[src/rtl/dmem_bridge_if.sv]
// Bus bundles for the data-memory bridge: CPU-side request/response and
// SRAM-controller-side command/strobe channels.
interface dmem_req_if;
    logic        req_valid_i;
    logic        req_rw_i;
    logic [31:0] req_addr_i;
    logic [3:0]  req_wbe_n_i;
    logic [31:0] req_wdata_i;
    logic        req_ready_o;
    logic        resp_valid_o;
    logic [31:0] resp_rdata_o;
    logic        resp_err_o;

    modport master (
        output req_valid_i, req_rw_i, req_addr_i, req_wbe_n_i, req_wdata_i,
        input  req_ready_o, resp_valid_o, resp_rdata_o, resp_err_o
    );
    modport slave (
        input  req_valid_i, req_rw_i, req_addr_i, req_wbe_n_i, req_wdata_i,
        output req_ready_o, resp_valid_o, resp_rdata_o, resp_err_o
    );
endinterface

interface dmem_ctl_if;
    logic        ctl_start_o;
    logic        ctl_rw_o;
    logic [23:0] ctl_addr_o;
    logic [31:0] ctl_data_o;
    logic [3:0]  ctl_data_be_o;
    logic [31:0] ctl_data_i;
    logic        ctl_r_ready_i;
    logic        ctl_w_finish_i;
    logic        ctl_busy_i;

    modport master (
        output ctl_start_o, ctl_rw_o, ctl_addr_o, ctl_data_o, ctl_data_be_o,
        input  ctl_data_i, ctl_r_ready_i, ctl_w_finish_i, ctl_busy_i
    );
    modport slave (
        input  ctl_start_o, ctl_rw_o, ctl_addr_o, ctl_data_o, ctl_data_be_o,
        output ctl_data_i, ctl_r_ready_i, ctl_w_finish_i, ctl_busy_i
    );
endinterface

[src/rtl/dmem_bridge.sv]
// MEM-stage to SRAM-controller bridge: one outstanding access, single-cycle
// completion pulse, bounded wait with error completion on timeout.
module dmem_bridge #(
    parameter int TIMEOUT = 255
) (
    input  logic       clk_i,
    input  logic       rst_i,
    dmem_req_if.slave  req,
    dmem_ctl_if.master ctl
);
    localparam int CNT_W = (TIMEOUT > 1) ? $clog2(TIMEOUT + 1) : 1;

    typedef enum logic [1:0] {IDLE, ISSUE, WAIT, RESP} state_t;

    state_t             state_q, state_d;
    logic [CNT_W-1:0]   cnt_q, cnt_d;
    logic               err_q, err_d;
    logic               accept, cap_rd, ready;
    // Write flag and enables stored active-high so the all-zero reset value
    // presents as "read, no bytes enabled" on the controller side.
    logic               hold_wr_q;
    logic [23:0]        hold_addr_q;
    logic [3:0]         hold_be_q;
    logic [31:0]        hold_wdata_q;
    logic [31:0]        rdata_q;

    always_comb begin
        state_d = state_q;
        cnt_d   = cnt_q;
        err_d   = err_q;
        accept  = 1'b0;
        cap_rd  = 1'b0;
        ready   = 1'b0;
        unique case (state_q)
            IDLE: begin
                ready = req.req_valid_i & ~ctl.ctl_busy_i & rst_i;
                if (ready) begin
                    accept = 1'b1;
                    if (req.req_addr_i[31:24] != 8'h00) begin
                        state_d = RESP;
                        err_d   = 1'b1;
                    end else if (!req.req_rw_i && req.req_wbe_n_i == 4'hF) begin
                        state_d = RESP;
                        err_d   = 1'b0;
                    end else begin
                        state_d = ISSUE;
                    end
                end
            end
            ISSUE: begin
                cnt_d   = '0;
                state_d = WAIT;
            end
            WAIT: begin
                // A matching strobe takes priority over the timeout in the same cycle.
                if (hold_wr_q ? ctl.ctl_w_finish_i : ctl.ctl_r_ready_i) begin
                    state_d = RESP;
                    err_d   = 1'b0;
                    cap_rd  = ~hold_wr_q;
                end else if (cnt_q == CNT_W'(TIMEOUT - 1)) begin
                    state_d = RESP;
                    err_d   = 1'b1;
                end else begin
                    cnt_d = cnt_q + 1'b1;
                end
            end
            RESP: begin
                state_d = IDLE;
            end
            default: state_d = IDLE;
        endcase
    end

    always_ff @(posedge clk_i) begin
        if (!rst_i) begin
            state_q      <= IDLE;
            cnt_q        <= '0;
            err_q        <= 1'b0;
            hold_wr_q    <= 1'b0;
            hold_addr_q  <= '0;
            hold_be_q    <= '0;
            hold_wdata_q <= '0;
            rdata_q      <= '0;
        end else begin
            state_q <= state_d;
            cnt_q   <= cnt_d;
            err_q   <= err_d;
            if (accept) begin
                hold_wr_q    <= ~req.req_rw_i;
                hold_addr_q  <= req.req_addr_i[23:0];
                hold_be_q    <= ~req.req_wbe_n_i;
                hold_wdata_q <= req.req_wdata_i;
            end
            if (cap_rd) begin
                rdata_q <= ctl.ctl_data_i;
            end
        end
    end

    assign req.req_ready_o   = ready;
    assign req.resp_valid_o  = (state_q == RESP);
    assign req.resp_err_o    = (state_q == RESP) & err_q;
    assign req.resp_rdata_o  = rdata_q;
    assign ctl.ctl_start_o   = (state_q == ISSUE);
    assign ctl.ctl_rw_o      = ~hold_wr_q;
    assign ctl.ctl_addr_o    = hold_addr_q;
    assign ctl.ctl_data_o    = hold_wdata_q;
    assign ctl.ctl_data_be_o = ~hold_be_q;
endmodule

[src/flat_wrapper.sv]
// flat-port wrapper written by rule: the top's interface ports become plain ports
module dmem_bridge_flat 
#(
    parameter int TIMEOUT = 255
)
  (clk_i, rst_i, req_req_valid_i, req_req_rw_i, req_req_addr_i, req_req_wbe_n_i, req_req_wdata_i, req_req_ready_o, req_resp_valid_o, req_resp_rdata_o, req_resp_err_o, ctl_ctl_start_o, ctl_ctl_rw_o, ctl_ctl_addr_o, ctl_ctl_data_o, ctl_ctl_data_be_o, ctl_ctl_data_i, ctl_ctl_r_ready_i, ctl_ctl_w_finish_i, ctl_ctl_busy_i);
  dmem_req_if req_i ();
  dmem_ctl_if ctl_i ();
  input  logic clk_i;
  input  logic rst_i;
  input wire logic [$bits(req_i.req_valid_i)-1:0] req_req_valid_i;
  input wire logic [$bits(req_i.req_rw_i)-1:0] req_req_rw_i;
  input wire logic [$bits(req_i.req_addr_i)-1:0] req_req_addr_i;
  input wire logic [$bits(req_i.req_wbe_n_i)-1:0] req_req_wbe_n_i;
  input wire logic [$bits(req_i.req_wdata_i)-1:0] req_req_wdata_i;
  output wire logic [$bits(req_i.req_ready_o)-1:0] req_req_ready_o;
  output wire logic [$bits(req_i.resp_valid_o)-1:0] req_resp_valid_o;
  output wire logic [$bits(req_i.resp_rdata_o)-1:0] req_resp_rdata_o;
  output wire logic [$bits(req_i.resp_err_o)-1:0] req_resp_err_o;
  output wire logic [$bits(ctl_i.ctl_start_o)-1:0] ctl_ctl_start_o;
  output wire logic [$bits(ctl_i.ctl_rw_o)-1:0] ctl_ctl_rw_o;
  output wire logic [$bits(ctl_i.ctl_addr_o)-1:0] ctl_ctl_addr_o;
  output wire logic [$bits(ctl_i.ctl_data_o)-1:0] ctl_ctl_data_o;
  output wire logic [$bits(ctl_i.ctl_data_be_o)-1:0] ctl_ctl_data_be_o;
  input wire logic [$bits(ctl_i.ctl_data_i)-1:0] ctl_ctl_data_i;
  input wire logic [$bits(ctl_i.ctl_r_ready_i)-1:0] ctl_ctl_r_ready_i;
  input wire logic [$bits(ctl_i.ctl_w_finish_i)-1:0] ctl_ctl_w_finish_i;
  input wire logic [$bits(ctl_i.ctl_busy_i)-1:0] ctl_ctl_busy_i;
  assign req_i.req_valid_i = req_req_valid_i;
  assign req_i.req_rw_i = req_req_rw_i;
  assign req_i.req_addr_i = req_req_addr_i;
  assign req_i.req_wbe_n_i = req_req_wbe_n_i;
  assign req_i.req_wdata_i = req_req_wdata_i;
  assign req_req_ready_o = req_i.req_ready_o;
  assign req_resp_valid_o = req_i.resp_valid_o;
  assign req_resp_rdata_o = req_i.resp_rdata_o;
  assign req_resp_err_o = req_i.resp_err_o;
  assign ctl_ctl_start_o = ctl_i.ctl_start_o;
  assign ctl_ctl_rw_o = ctl_i.ctl_rw_o;
  assign ctl_ctl_addr_o = ctl_i.ctl_addr_o;
  assign ctl_ctl_data_o = ctl_i.ctl_data_o;
  assign ctl_ctl_data_be_o = ctl_i.ctl_data_be_o;
  assign ctl_i.ctl_data_i = ctl_ctl_data_i;
  assign ctl_i.ctl_r_ready_i = ctl_ctl_r_ready_i;
  assign ctl_i.ctl_w_finish_i = ctl_ctl_w_finish_i;
  assign ctl_i.ctl_busy_i = ctl_ctl_busy_i;
  dmem_bridge #(.TIMEOUT(TIMEOUT)) u_core (.clk_i(clk_i), .rst_i(rst_i), .req(req_i), .ctl(ctl_i));
endmodule
[config.mk]
export PLATFORM = sky130hd
export DESIGN_NAME = dmem_bridge_flat
export DESIGN_NICKNAME = d
export VERILOG_FILES = /design/src/rtl/dmem_bridge_if.sv /design/src/rtl/dmem_bridge.sv /design/src/flat_wrapper.sv
export SDC_FILE = /design/constraint.sdc
export NUM_CORES = 1
export LEC_CHECK = 0
export CORE_MARGIN = 8
export CORE_UTILIZATION = 44
export CTS_BUF_LIST = sky130_fd_sc_hd__clkbuf_8
export DETAILED_ROUTE_END_ITERATION = 7
export PLACE_DENSITY = 0.88
export SLEW_MARGIN = 5
export SYNTH_ARGS = -nofsm -noshare
export SYNTH_HDL_FRONTEND = slang
export SYNTH_SLANG_ARGS = --single-unit
export TNS_END_PERCENT = 5
[constraint.sdc]
create_clock -name clk_i -period 4.1 [get_ports clk_i]
set_input_delay 1.23 -clock clk_i [delete_from_list [all_inputs] [get_ports clk_i]]
set_output_delay 1.23 -clock clk_i [all_outputs]
set_load 0.02 [all_outputs]
==> qor.csv, run 1 <==
stage,metric,value,unit
detailed_routing,"antenna viol nets, final",0,
cts,clock root cell,clkbuf_8,
synth,Post-Syn Nets,611,
pwr,Clk pwr share,25.8,%
cts,"Reg clk slew, reported paths",0.09,ns
detailed_routing,DR DRC count,0,
finish,Syn-to-layout area delta,58.2,%
detailed_routing,number of DRC markers in iteration 0,251,
detailed_routing,vias per inst,5.05,
floorplan,Initial Util,45.3,%
synth,Post-synth ARST share,0,%
timing,min cycle time layout,3.80,ns
cts,CTS tree,done,
pwr,sequential share of power,45.9,%
global_routing,initial antenna violation count,0,
worst_setup_path,Worst EP required,2.87,ns
global_routing,vias in the first global route,3844,
placement,routability congestion estimate,0.813,
pwr,peak supply drop,0.256,mV
floorplan,core area,8720,sq um
finish,FILL cells,646,
detailed_routing,DRT Pass-1 Iters,4,
min_path,Hold WC Path Type,register to register,
synth,Netlist Area Pre-Place,3950,sq um
min_path,HP Start,u_core.ctl.ctl_addr_o[23]$_SDFFE_PN0P_,
global_routing,gr busiest metal,met2,
synth,"flops & latches, synth",104,
worst_setup_path,nature of the critical path startpoint,input port,
synth,share of the yosys chip area belonging to registers,52.8,%
timing,Slew Limit Fails,0,
placement,pre-CTS setup slack,0.305,ns
global_routing,M1 GR Usage,20.3,%
worst_setup_path,Worst Path Arrival,2.57,ns
pwr,leakage power,2.17,nW
timing,Final Skew,0.0138,ns
synth,Synth Flop Type,dfxtp_1,
synth,Netlist cell types,38,
global_routing,met3 Use GR,6.39,%
timing,Tcrit/Tclk final,92.6,%
global_routing,first-pass GRT wire length,19500,um
min_path,Hold Crit Depth,2,
cts,cts repair resizes,0,
finish,fraction of layout cells with a size suffix above 1,3.77,%
timing,Slew @ Worst Pin,0.770,ns
cts,CTS Sinks,104,
cts,# Post-CTS Setup Buffers,0,
floorplan,Die Span Y,111,um
timing,Rel. slew slack,48.6,%
global_routing,pin count of the biggest net entering global routing,67,
timing,count of final setup violators,0,
pwr,P_int,0.00173,W
detailed_routing,via count,4026,
detailed_routing,wire length per cell,15.2,um
min_path,Worst Hold End,u_core.ctl.ctl_addr_o[23]$_SDFFE_PN0P_,
timing,Final WS setup,0.302,ns
cts,CTS H-tree lvls,3,
placement,I/O Buffers,203,
finish,final net count,798,
global_routing,GRT Total Usage,19.0,%
global_routing,grt met2 use,33.4,%
cts,Num CTS Buffers,9,
cts,cts hold-fix bufs,0,
placement,Post-DP HPWL,9300,um
pwr,cell area power density,402,nW/um^2
synth,Yosys warnings,0,
floorplan,IO Count,204,
run_status,status,finished clean,
run,Max Cap Viol,0,
synth,"Avg Cell Area, Syn",7.92,sq um
detailed_routing,Total Wirelength,12100,um
worst_setup_path,R2R cell count,5,
worst_setup_path,"Max FO, Critical Path",2,
pwr,Logic pwr share,28.3,%
synth,Post-synth EDFFs,0,
cts,Worst-Skew Late Latency,0.36,ns
finish,Antenna Cells,0,
timing,RSZ-0062 raised after global routing,false,
floorplan,row cnt,34,
worst_setup_path,crit path kind,input port to output port,
timing,Final Hold Fails,0,
timing,Max Clk Rate,263,MHz
worst_setup_path,reg-to-reg startpoint,u_core.state_q[0]$_SDFFE_PN0P_,
worst_setup_path,CP endpoint kind,output port,
floorplan,die area,12300,sq um
worst_setup_path,R2R Setup Slk,2.18,ns
synth,Gate Count Post-Synth,498,
pwr,Net Sw Power,0.000782,W
pwr,switch share,31.2,%
floorplan,Die W,111,um
cts,Clock Path Buffers,2,
worst_setup_path,RR Endpoint,u_core.cnt_q[4]$_SDFFE_PN0P_,
global_routing,global route overflow,0,
timing,Fin Setup TNS,0,ns
-- area by class of cell --
class	count	area [sq um]	area share, %
multi-input combinational	350	1690	27.1
inverter	11	41.3	0.661
clock inverter	7	78.8	1.26
timing repair buffer	209	2090	33.5
sequential	104	2080	33.4
tap	108	135	2.16
clock buffer	9	124	1.98
-- placed cells by master (no fill, tap or decap), types with 5 or more instances in the layout --
cell type / n
clkbuf_8: 9
o211ai_1: 5
ha_1: 6
dfxtp_1: 104
a211oi_1: 5
nand3_1: 9
a21oi_1: 91
nor2_1: 6
inv_1: 10
clkdlybuf4s50_1: 203
buf_4: 5
nand2_1: 187
-- sequential cells by signal, summed over array words and instances (netlist names) --
register and count:
u_core.cnt_q 8, u_core.ctl.ctl_addr_o 24, u_core.ctl.ctl_data_o 32, u_core.err_q 1, u_core.hold_be_q 4, u_core.hold_wr_q 1
u_core.req.resp_rdata_o 32, u_core.state_q 2
-- power by group through the flow --
stage | clock (W) | combinational, W | sequential, W
final | 0.000648 | 0.000709 | 0.00115
after global routing | 0.000704 | 0.000768 | 0.00116
after CTS | 0.000665 | 0.000715 | 0.00115
after detailed placement | 0 | 0.000713 | 0.00118
after global placement | 0 | 0.000700 | 0.00117
after floorplan | 0 | 0.000282 | 0.00126
-- cell usage after synthesis (3+ instances only) --
| master | count | share of area, % |
|---|---|---|
| nand3_1 | 9 | 1.1 |
| a211oi_1 | 5 | 0.95 |
| nand2_1 | 187 | 18 |
| clkbuf_1 | 25 | 2.4 |
| buf_2 | 3 | 0.38 |
| o211ai_1 | 5 | 0.95 |
| a21oi_1 | 91 | 12 |
| buf_1 | 4 | 0.38 |
| o211a_1 | 3 | 0.76 |
| inv_1 | 10 | 0.95 |
| ha_1 | 6 | 1.9 |
| nand4_1 | 3 | 0.48 |
| and3_1 | 3 | 0.48 |
| nor2_1 | 6 | 0.57 |
| nor4_1 | 3 | 0.48 |
| dfxtp_1 | 104 | 53 |
-- kinds of logic (layout without fill, tap and decap cells) --
kind of cell	after synthesis	after routing	synth area share (%)
and+or+nand+nor	224	224	23.2
AOI/OAI and AO/OA	118	118	17.0
DFF	104	104	52.8
buffers and inverters	44	236	4.38
adders and majority gates	6	6	1.90
muxes	2	2	0.824
-- how the worst max path moves through the flow --
stage | slack [ns] | depth (start not counted) | end | startpoint
4_1_cts | 0.31 | 4 | req_req_ready_o | ctl_ctl_busy_i
2_1_floorplan | 0.96 | 3 | req_req_ready_o | ctl_ctl_busy_i
3_5_place_dp | 0.31 | 4 | req_req_ready_o | ctl_ctl_busy_i
5_1_grt | 0.25 | 4 | req_req_ready_o | ctl_ctl_busy_i
3_3_place_gp | 0.30 | 4 | req_req_ready_o | ctl_ctl_busy_i
6_report | 0.30 | 4 | req_req_ready_o | ctl_ctl_busy_i
-- layer usage --
| layer | part of all wire, % | vias to the layer above |
|---|---|---|
| met2 | 51 | 146 |
| met5 | 0 | - |
| met4 | 2.7 | 0 |
| met3 | 7.7 | 24 |
| li1 | - | 2015 |
| met1 | 39 | 1841 |
-- stage by stage --
step                      power, W  util, %  area, sq um  hold WS, ns  instances
after floorplan            0.00154        -         3950        0.434        498
after global placement     0.00187     69.3         6040        0.440        782
after detailed placement   0.00189     69.3         6040        0.446        782
after CTS                  0.00253     71.6         6240        0.461        798
after global routing       0.00264     71.6         6240        0.475        798
final                      0.00251     71.6         6240        0.458        798
-- critical path: stages --
cell	delay [ns]
clkdlybuf4s50_1	0.42
nand4b_1	0.22
inv_2	0.09
clkdlybuf4s50_1	0.60
(Power assumes the default switching activity.)
==> run 2, diff against run 1 <==
Settings changed: CAP_MARGIN from default to 10, CORE_ASPECT_RATIO from default to 0.75.
==> run 2 against run 1 <==
Hold slack better by 0.00072 ns. Core utilization down 1.3 points. Final cell count grew 0.63%. Clock power hardly changed. Largest cell class unchanged.
==> qor.csv, run 2 (synthesis results as in run 1) <==
stage,metric,value,unit,change
run_status,status,finished clean,,
timing,Max Clk Rate,259,MHz,-1.8%
timing,Slew @ Worst Pin,0.641,ns,-0.129 ns
cts,"Reg clk slew, reported paths",0.09,ns,about the same
cts,CTS Sinks,104,,unchanged
cts,cts hold-fix bufs,0,,unchanged
floorplan,row cnt,30,,-12%
finish,final net count,799,,+0.13%
placement,Post-DP HPWL,9770,um,+5.0%
global_routing,initial antenna violation count,0,,unchanged
placement,I/O Buffers,203,,unchanged
worst_setup_path,crit path kind,input port to output port,,
floorplan,IO Count,204,,unchanged
worst_setup_path,Crit-path slowest cell,clkdlybuf4s50_1,,
detailed_routing,wire length per cell,16.1,um,+6.1%
finish,Antenna Cells,0,,unchanged
global_routing,first-pass GRT wire length,20700,um,+6.4%
finish,fraction of layout cells with a size suffix above 1,4.05,%,+0.28 points
timing,Final Hold Fails,0,,unchanged
timing,Tcrit/Tclk final,94.3,%,+1.7 points
worst_setup_path,Top delay family on crit path,buffers and inverters,,
timing,Fin Setup TNS,0,ns,unchanged
timing,Rel. slew slack,57.2,%,+8.7 points
timing,min cycle time layout,3.87,ns,+0.0678 ns
worst_setup_path,nature of the critical path startpoint,input port,,
pwr,leakage power,2.17,nW,about the same
worst_setup_path,CP endpoint kind,output port,,
detailed_routing,"antenna viol nets, final",0,,unchanged
finish,"commonest cells after routing, fill and taps aside","clkdlybuf4s50_1 (203), nand2_1 (187), dfxtp_1 (104)",,
global_routing,pin count of the biggest net entering global routing,67,,unchanged
pwr,peak supply drop,0.336,mV,+31%
floorplan,Initial Util,44.4,%,-0.89 points
cts,cts repair resizes,0,,unchanged
pwr,cell area power density,404,nW/um^2,+0.48%
worst_setup_path,CP max stage delay,0.64,ns,+0.04 ns
finish,Syn-to-layout area delta,58.5,%,
detailed_routing,DRT Pass-1 Iters,5,,+1
timing,Final Skew,0.00892,ns,-0.00492 ns
global_routing,global route overflow,0,,unchanged
cts,Worst-Skew Late Latency,0.36,ns,about the same
worst_setup_path,cells along the critical path,clkdlybuf4s50_1 -> nand4b_1 -> inv_2 -> clkdlybuf4s50_1,,
detailed_routing,vias per inst,5.12,,+1.6%
detailed_routing,via count,4115,,+2.2%
cts,clock root cell,clkbuf_8,,
cts,CTS tree,done,,
finish,post-route cell area,6250,sq um,+0.20%
worst_setup_path,CP bufs+invs,3,,unchanged
timing,RSZ-0062 raised after global routing,false,,
finish,"commonest non-fill, non-tap cell in the layout",clkdlybuf4s50_1,,
placement,area of placed instances,6050,sq um,+0.21%
worst_setup_path,Worst EP required,2.87,ns,about the same
timing,count of final setup violators,0,,unchanged
floorplan,core area,8900,sq um,+2.0%
floorplan,Die W,125,um,+13%
cts,Num CTS Buffers,9,,unchanged
placement,routability congestion estimate,0.819,,+0.69%
detailed_routing,DR DRC count,0,,unchanged
global_routing,GRT Total Usage,20.6,%,+1.7 points
cts,Clock Path Buffers,2,,unchanged
worst_setup_path,Worst Path Arrival,2.64,ns,+0.07 ns
floorplan,die area,12300,sq um,+0.25%
floorplan,Die Span Y,98.0,um,-11%
cts,# Post-CTS Setup Buffers,0,,unchanged
cts,CTS H-tree lvls,3,,unchanged
detailed_routing,Total Wirelength,13000,um,+6.7%
worst_setup_path,"Max FO, Critical Path",2,,unchanged
worst_setup_path,CP most frequent cell,clkdlybuf4s50_1,,
min_path,Hold WC Path Type,register to register,,
timing,Slew Limit Fails,0,,unchanged
run,Max Cap Viol,0,,unchanged
detailed_routing,number of DRC markers in iteration 0,269,,+7.2%
global_routing,vias in the first global route,4168,,+8.4%
-- run 2: cell count changes in the layout (fill, tap and decap cells not counted), sizes merged --
cell and delta:
inv -1, clkinvlp +1, buf +1
-- run 2: through the flow --
stage | setup slack (ns) | instances | total power, W | utilization [%] | hold slack, ns
2_1_floorplan | 0.956 | 498 | 0.00154 | - | 0.434
3_3_place_gp | 0.223 | 787 | 0.00187 | 68.0 | 0.441
3_5_place_dp | 0.223 | 787 | 0.00190 | 68.0 | 0.446
4_1_cts | 0.221 | 803 | 0.00255 | 70.3 | 0.460
5_1_grt | 0.182 | 803 | 0.00266 | 70.3 | 0.482
6_report | 0.235 | 803 | 0.00252 | 70.3 | 0.459
-- run 2: worst paths after layout --
check,startpoint,to,slack [ns],depth (start not counted)
worst max register to register,u_core.state_q[0]$_SDFFE_PN0P_,u_core.hold_be_q[0]$_SDFFE_PN0P_,2.14,7
worst min register to register,u_core.ctl.ctl_data_o[5]$_SDFFE_PN0P_,u_core.ctl.ctl_data_o[5]$_SDFFE_PN0P_,0.46,2
worst max-delay path,ctl_ctl_busy_i,req_req_ready_o,0.23,4
worst min-delay path,u_core.ctl.ctl_data_o[5]$_SDFFE_PN0P_,u_core.ctl.ctl_data_o[5]$_SDFFE_PN0P_,0.46,2
-- run 2: tightest hold or removal path: cells and delay by family (launching register included) --
kind | cells | cell delay (ns)
flip-flops | 1 | 0.32
AO/OA/AOI/OAI | 1 | 0.05
AND/OR/NAND/NOR | 1 | 0.05
-- run 2: final cells by class --
| cell class | instances | area [sq um] |
|---|---|---|
| multi-input combinational | 350 | 1690 |
| fill | 702 | 2640 |
| inverter | 11 | 41.3 |
| sequential | 104 | 2080 |
| tap | 112 | 140 |
| clock inverter | 7 | 78.8 |
| timing repair buffer | 210 | 2100 |
| clock buffer | 9 | 124 |
-- run 2: where the power goes --
part / leakage (nW) / switching [W] / internal [W]
logic: 1.23 / 0.000387 / 0.000335
clock network: 0.0977 / 0.000360 / 0.000289
registers: 0.843 / 0.0000520 / 0.00110
-- run 2: layer usage --
layer  global-route usage, %  wire length (um)
met5                       0                 0
met4                    7.74               284
met3                    10.2              1550
met2                    33.9              6070
met1                    22.6              5050
